--- src/rtl/pipeline_pkg.sv ---
// pipeline_pkg: shared fetch/decode widths, reset PC and the IF/ID bundle layout.
package pipeline_pkg;
    localparam int ADDR_W_DEF = 9;
    localparam int INSTR_W_DEF = 32;
    localparam logic [ADDR_W_DEF-1:0] RESET_PC_DEF = '0;
    typedef struct packed {
        logic                   valid;
        logic [ADDR_W_DEF-1:0]  pc;
        logic [INSTR_W_DEF-1:0] instr;
    } if_id_t;
endpackage

--- src/rtl/fetch_skid_reg.sv ---
// fetch_skid_reg: one-entry capture/hold/release register holding the read in flight at a stall.
module fetch_skid_reg
    import pipeline_pkg::*;
#(
    parameter int ADDR_W = ADDR_W_DEF,
    parameter int INSTR_W = INSTR_W_DEF
) (
    input  logic               clk,
    input  logic               rst,
    input  logic               flush,
    input  logic               cap,
    input  logic               rel,
    input  logic [ADDR_W-1:0]  in_pc,
    input  logic [INSTR_W-1:0] in_instr,
    output logic               valid,
    output logic [ADDR_W-1:0]  pc,
    output logic [INSTR_W-1:0] instr
);
    always_ff @(posedge clk or posedge rst) begin
        if (rst) begin
            valid <= 1'b0;
            pc    <= '0;
            instr <= '0;
        end else if (flush) begin
            valid <= 1'b0;
        end else if (cap) begin
            valid <= 1'b1;
            pc    <= in_pc;
            instr <= in_instr;
        end else if (rel) begin
            valid <= 1'b0;
        end
    end
endmodule

--- src/rtl/if_fetch_stage.sv ---
// if_fetch_stage: PC generation, 1-cycle I-MEM read tracking and registered IF/ID with skid on stall.
// Optional FETCH_PERF_EN adds fetch/bubble performance counters.
module if_fetch_stage
    import pipeline_pkg::*;
#(
    parameter int ADDR_W = ADDR_W_DEF,
    parameter int INSTR_W = INSTR_W_DEF,
    parameter logic [ADDR_W-1:0] RESET_PC = ADDR_W'(RESET_PC_DEF)
) (
    input  logic               clk,
    input  logic               rst,
    input  logic               stall_i,
    input  logic               redirect_i,
    input  logic [ADDR_W-1:0]  redirect_pc_i,
    output logic [ADDR_W-1:0]  imem_addr,
    input  logic [INSTR_W-1:0] imem_rdata,
    output logic               ifid_valid,
    output logic [ADDR_W-1:0]  ifid_pc,
    output logic [INSTR_W-1:0] ifid_instr,
    output logic [31:0]        perf_fetch_cnt,
    output logic [31:0]        perf_bubble_cnt
);
    logic [ADDR_W-1:0]  pc_q, f2_pc, skid_pc;
    logic               f2_valid, skid_valid;
    logic [INSTR_W-1:0] skid_instr;
    assign imem_addr = pc_q;
    fetch_skid_reg #(.ADDR_W(ADDR_W), .INSTR_W(INSTR_W)) u_skid (
        .clk      (clk),
        .rst      (rst),
        .flush    (redirect_i),
        .cap      (stall_i && f2_valid),
        .rel      (!stall_i),
        .in_pc    (f2_pc),
        .in_instr (imem_rdata),
        .valid    (skid_valid),
        .pc       (skid_pc),
        .instr    (skid_instr)
    );
    always_ff @(posedge clk or posedge rst) begin
        if (rst) begin
            pc_q       <= RESET_PC;
            f2_valid   <= 1'b0;
            f2_pc      <= '0;
            ifid_valid <= 1'b0;
            ifid_pc    <= '0;
            ifid_instr <= '0;
        end else if (redirect_i) begin
            pc_q       <= redirect_pc_i;
            f2_valid   <= 1'b0;
            ifid_valid <= 1'b0;
        end else if (stall_i) begin
            f2_valid <= 1'b0;
        end else begin
            // skid holds the older instruction, so it drains before the live read
            ifid_valid <= skid_valid || f2_valid;
            ifid_pc    <= skid_valid ? skid_pc : f2_pc;
            ifid_instr <= skid_valid ? skid_instr : imem_rdata;
            f2_valid   <= 1'b1;
            f2_pc      <= pc_q;
            pc_q       <= pc_q + ADDR_W'(1);
        end
    end
`ifdef FETCH_PERF_EN
    always_ff @(posedge clk or posedge rst) begin
        if (rst) begin
            perf_fetch_cnt  <= '0;
            perf_bubble_cnt <= '0;
        end else begin
            if (!redirect_i && !stall_i && (skid_valid || f2_valid))
                perf_fetch_cnt <= perf_fetch_cnt + 32'd1;
            if (!stall_i && !ifid_valid)
                perf_bubble_cnt <= perf_bubble_cnt + 32'd1;
        end
    end
`else
    assign perf_fetch_cnt  = 32'd0;
    assign perf_bubble_cnt = 32'd0;
`endif
endmodule

--- config.mk ---
export PLATFORM = sky130hd
export DESIGN_NAME = if_fetch_stage
export DESIGN_NICKNAME = d
export VERILOG_FILES = /design/src/rtl/pipeline_pkg.sv /design/src/rtl/fetch_skid_reg.sv /design/src/rtl/if_fetch_stage.sv
export SDC_FILE = /design/constraint.sdc
export NUM_CORES = 1
export LEC_CHECK = 0
export CORE_ASPECT_RATIO = 0.75
export CORE_MARGIN = 2
export CORE_UTILIZATION = 39
export DETAILED_ROUTE_END_ITERATION = 7
export PLACE_DENSITY = 0.7
export SETUP_SLACK_MARGIN = 0.05
export SLEW_MARGIN = 20
export SYNTH_ARGS = -nofsm -noshare
export SYNTH_HDL_FRONTEND = slang
export SYNTH_SLANG_ARGS = --single-unit
--- constraint.sdc ---
create_clock -name clk -period 4.2 [get_ports clk]
set_input_delay 0.84 -clock clk [delete_from_list [all_inputs] [get_ports clk]]
set_output_delay 0.84 -clock clk [all_outputs]
set_load 0.03 [all_outputs]
**After elaboration in Yosys (flattened, before gate mapping)**

Index checks and enable logic that the tools add are counted.
Widths: inputs -> output; s select.

- Register bits after elaboration: 103
- Input port bits: 45
- Output and inout bits: 115
- Logic and storage cells: 29

- $add $sub $neg: 1
- Equality and inequality tests: 2
- Multiplexer cells: 11
- Bitwise gates (word level): 2
- Reduce and logical (&&, ||, !) cells: 4

Operators with widths:

| cell | count |
|---|---|
| $mux 32 | 1 |
| $mux 9 | 3 |
| $add 9x1->9 const B | 1 |
| $mux 1 | 7 |
| $reduce_and 2->1 | 2 |
| $ne 3x1->1 const B | 1 |
| $ne 2x1->1 const B | 1 |
| $not 1->1 | 2 |
| $logic_and 1x1->1 | 1 |
| $logic_or 1x1->1 | 1 |

**Logic depth before layout (Yosys ltp)**

- Depth in word-level cells: 3
- Depth in mapped cells: 6
- Depth with buffers taken out: 4

**Hierarchy**

A second synthesis with hierarchy kept.

- Cell total of the unflattened synthesis: 435
- Area total of the unflattened synthesis: 5061.1 um^2

By module, submodules not included:

| module | times used | cells an instance | area each (um^2) | seq. area each (um^2) |
|---|---|---|---|---|
| if_fetch_stage | 1 | 342 | 3274.4 | 1526.5 |
| fetch_skid_reg | 1 | 93 | 1786.7 | 1051.0 |

**Worst setup path before layout**

Ideal clock, no wire load.

- Path type: input-to-reg
- Start point: input redirect_i
- End point: register u_skid.instr[0]
- Setup time: 128 ps
- Arrival time: 1748 ps
- Required time: 4072 ps
- Path slack: 2324 ps
- Cell stages on the path: 5
- Path buffers: 2
- Cell sequence: buf_2 -> inv_2 -> nand3_1 -> buf_2 -> mux2_1

- Cells in the longest elaborated chain, start to end: 2

Ends and longest elaborated chain:

| what | line | text |
|---|---|---|
| from (decl) | if_fetch_stage.sv:13 | `input logic redirect_i,` |
| $not 1->1 (no source line) | -- |  |
| $reduce_and 2->1 (no source line) | -- |  |
| to (signal assigned) | fetch_skid_reg.sv:29 | `instr <= in_instr;` |
| to (decl) | fetch_skid_reg.sv:17 | `output logic [INSTR_W-1:0] instr` |

No other way between the ends.
A chain may end at the register's enable or synchronous reset.

**Final worst setup path**

- Start point: input redirect_i
- End point: register u_skid.instr[23]

The elaborated chain is that of the path after synthesis.

==> out/qor_table.md <==
| Stage | Quantity | Value |
|:---|:---|:---|
| critical path | Maximum fanout count along the critical path | 19 |
| sta | Accumulated negative setup slack | 0 ns |
| detailed routing | Average detailed-routed wire length per instance | 13.30 um |
| final layout | Net count, final | 565 |
| logic synthesis | Fraction of registers with async set or reset after synthesis | 1.000 |
| power | Overall power consumption | 2.791 mW |
| placement | Total half-perimeter wirelength after legalization and detailed placement | 6.477 mm |
| logic synthesis | Part of the Yosys area used for sequential elements | 0.5349 |
| detailed routing | WL final | 9.164 mm |
| floorplanning | Initial standard-cell utilization of the core | 0.3958 |
| power | Power Dens Cells | 465.4 nW/um^2 |
| critical path | Element type at the critical path start | input port |
| floorplanning | Die Y | 100.3 um |
| critical path | Endpoint class of the critical path | flop |
| global route | Initial antenna violation count | 0 |
| sta | Hold WS | 0.4896 ns |
| detailed routing | Number of vias per cell after detailed routing | 4.475 |
| cts | Resized Gates After CTS | 0 |
| cts | Number of clock buffers inserted by TritonCTS | 9 |
| critical path | Reg-to-reg critical path startpoint | imem_addr[0] |
| logic synthesis | Prevailing post-synth register cell | dfrtp_1 |
| sta | Slew HR | 0.4078 |
| power | Part of the power in the clock network | 0.314 |
| cts | Number of H-tree branching levels | 3 |
| logic synthesis | Number of flops mapped to enable cells by yosys | 0 |
| floorplanning | Die Span X | 132.3 um |
| logic synthesis | Post-synthesis instance area | 4818 um^2 |
| sta | Number of hold-slack violations in the final timing report | 0 |
| critical path | Highest-delay cell along the critical path | clkdlybuf4s50_1 |
| logic synthesis | Synthesized area per cell | 11.23 um^2 |
| cts | Root buffer selected by CTS | clkbuf_16 |
| sta | Clock skew | 0.007422 ns |
| cts | CTS sink count | 103 |
| global route | Pin count of the biggest net entering global routing | 75 |
| sta | Min Tclk post-route | 2.689 ns |
| logic synthesis | Syn. warnings | 0 |
| min path | Start point of the worst min-delay path | ifid_instr[21] |
| floorplanning | Number of primary I/O pins | 160 |
| critical path | Worst Reg-to-Reg Cells | 4 |
| min path | Min-Delay Path Depth | 2 |
| job | MaxCap Viol Count | 0 |
| critical path | Sequence of cells on the critical path | clkdlybuf4s50_1 > inv_2 > nand3_2 > buf_4 > mux2_1 |
| final layout | Most common cell after layout, fill and taps aside | dfrtp_1 |
| sta | Highest achievable clock rate | 371.8 MHz |
| final layout | Layout Utilization | 0.4925 |
| final layout | Relative area change from synthesis to final layout | 24.44% |
| sta | Worst Slack Setup Final | 1.511 ns |
| power | Internal Dissipation | 1.953 mW |
| sta | Max-slew violation total from the final report | 0 |
| global route | First-pass GRT wire length | 15.50 mm |
| min path | Endpoint with the worst hold slack | ifid_instr[21] |
| critical path | Start point of the critical path | redirect_i |
| power | Part of the power in registers | 0.456 |
| power | Combinational Power Share | 0.230 |
| logic synthesis | Cells after Synth | 429 |
| final layout | Number of antenna diodes | 0 |
| placement | Worst slack at placement | 1.100 ns |
| final layout | Most frequent cells in the layout | dfrtp_1, clkdlybuf4s50_1, nand2_1, conb_1, o21ai_1 |
| critical path | Capture instance of the worst register-to-register path | imem_addr[8] |
| logic synthesis | Number of distinct library cell variants in the gate-level netlist after synthesis | 31 |
| power | Worst VDD drop | 0.0002138 V |
| detailed routing | Drt first-iter violations | 141 |
| placement | Global placer's final weighted congestion | 0.8411 |
| floorplanning | Placeable core area | 12170 um^2 |
| detailed routing | Detailed Routing Iterations Pass 1 | 4 |
| critical path | Required time reported for the critical path endpoint | 4.41 ns |
| placement | # port buffers | 95 |
| detailed routing | Total number of vias | 3083 |
| cts | Hold buffer count at CTS | 0 |
| global route | Via count of the first global-routing pass | 3209 |
| critical path | Delay of the slowest critical-path stage | 0.72 ns |
| outcome | Status | completed |
| detailed routing | Detailed-route DRC error count | 0 |
| sta | Worst-margin pin slew | 0.8884 ns |
| floorplanning | Die Footprint | 13270 um^2 |
| global route | Total global-route track usage | 0.1459 |
| sta | Final worst-path cycle share | 0.6403 |
| cts | Clock transition at the register clock pins on the worst setup and hold paths after CTS | 0.06 ns |
| cts | Post-CTS setup repair buffer count | 0 |
| min path | Class of the tightest hold or removal check | flop to flop |
| power | Leakage dissipation | 2.659 nW |
| sta | Final setup fails | 0 |
| power | Sw power | 0.8377 mW |
| detailed routing | Number of routed nets with antenna violations | 0 |
| critical path | Worst reg2reg setup slack | 2.58 ns |
| cts | Clk_lat worst skew | 0.34 ns |
| sta | Setup repair after global routing missed its margin | false |
| cts | Number of buffers between clock root and the deepest sink | 2 |
| global route | Remaining Overflow, GRT | 0 |
| power | Switching part of the total power | 0.3002 |
| logic synthesis | Synthesis-stage register bit count | 103 |
| critical path | CP Class | input port to flop |
| floorplanning | Total number of placement rows | 35 |
| cts | Clock tree from TritonCTS | built |
| critical path | Worst path arrival time | 2.90 ns |
| final layout | Proportion of layout cells with a drive suffix above 1 | 0.05354 |
[power groups by stage]
stage	Clock, mW	Combinational, mW	Sequential [mW]
3_5_place_dp	0	0.648	1.29
3_3_place_gp	0	0.632	1.28
6_report	0.876	0.641	1.27
4_1_cts	0.900	0.650	1.27
5_1_grt	0.934	0.697	1.30
2_1_floorplan	0	0.328	1.40
[layer usage]
metal,wire length (um),vias up,track usage
li1,-,1500,-
met1,4461,1474,0.1996
met2,4151,105,0.2292
met3,522,4,0.04394
met4,29,0,0.03557
met5,0,-,0
[worst max-delay path by stage]
stage,endpoint,slack [ns]
floorplan,f2_pc[0],0.66
global placement,u_skid.instr[22],1.21
detailed placement,u_skid.instr[27],1.10
CTS,u_skid.instr[23],1.47
global route,u_skid.instr[23],1.28
finish,u_skid.instr[23],1.51
[kinds of logic (layout without fill, tap and decap cells)]
kind of cell | after synthesis | in the layout | share of synthesized area
compound gates | 54 | 54 | 0.06102
fa+ha+maj | 1 | 1 | 0.002596
simple gates | 93 | 93 | 0.08440
buf+inv | 90 | 121 | 0.1259
xor+xnor | 4 | 4 | 0.007270
mux | 83 | 83 | 0.1831
flops | 103 | 103 | 0.5349
other cells | 1 | 64 | 0.0007783
[per-stage QoR]
step                instance area, um^2  instances
CTS                                5996        689
global route                       5996        689
detailed placement                 5685        674
floorplan                          5055        492
finish                             5996        689
global placement                   5685        674
[cell usage after synthesis (2+ instances only)]
| library cell | number | area share |
|---|---|---|
| buf_1 | 2 | 0.0016 |
| buf_2 | 17 | 0.018 |
| buf_4 | 64 | 0.10 |
| clkbuf_1 | 2 | 0.0016 |
| dfrtp_1 | 103 | 0.53 |
| inv_1 | 2 | 0.0016 |
| inv_2 | 2 | 0.0016 |
| mux2_1 | 41 | 0.096 |
| mux2i_1 | 42 | 0.087 |
| nand2_1 | 74 | 0.058 |
| nand3_1 | 4 | 0.0042 |
| nand4b_1 | 2 | 0.0036 |
| nor2_1 | 2 | 0.0016 |
| nor3_1 | 3 | 0.0031 |
| o211ai_1 | 2 | 0.0031 |
| o21ai_1 | 47 | 0.049 |
| or4_1 | 3 | 0.0047 |
| xor2_1 | 4 | 0.0073 |
[flip-flops by register name (all words and copies together), names as in the netlist]
register      cells
ifid_instr       32
u_skid.instr     32
f2_pc             9
ifid_pc           9
imem_addr         9
u_skid.pc         9
f2_valid          1
ifid_valid        1
u_skid.valid      1
[cell type report]
class                      count  area (um^2)
clock buffer                  11        232.7
timing repair buffer         102         1003
inverter                       4        17.52
tap                          166        207.7
multi-input combinational    299         1878
fill                        1096         6178
clock inverter                 4        77.57
sequential                   103         2579
[worst max-delay path: cells and delay by family]
kind                   cells  cell delay, ns
buffers and inverters      3            1.34
multiplexers               1            0.33
AND/OR/NAND/NOR            1            0.37
Power figures use the tool's default switching activity.
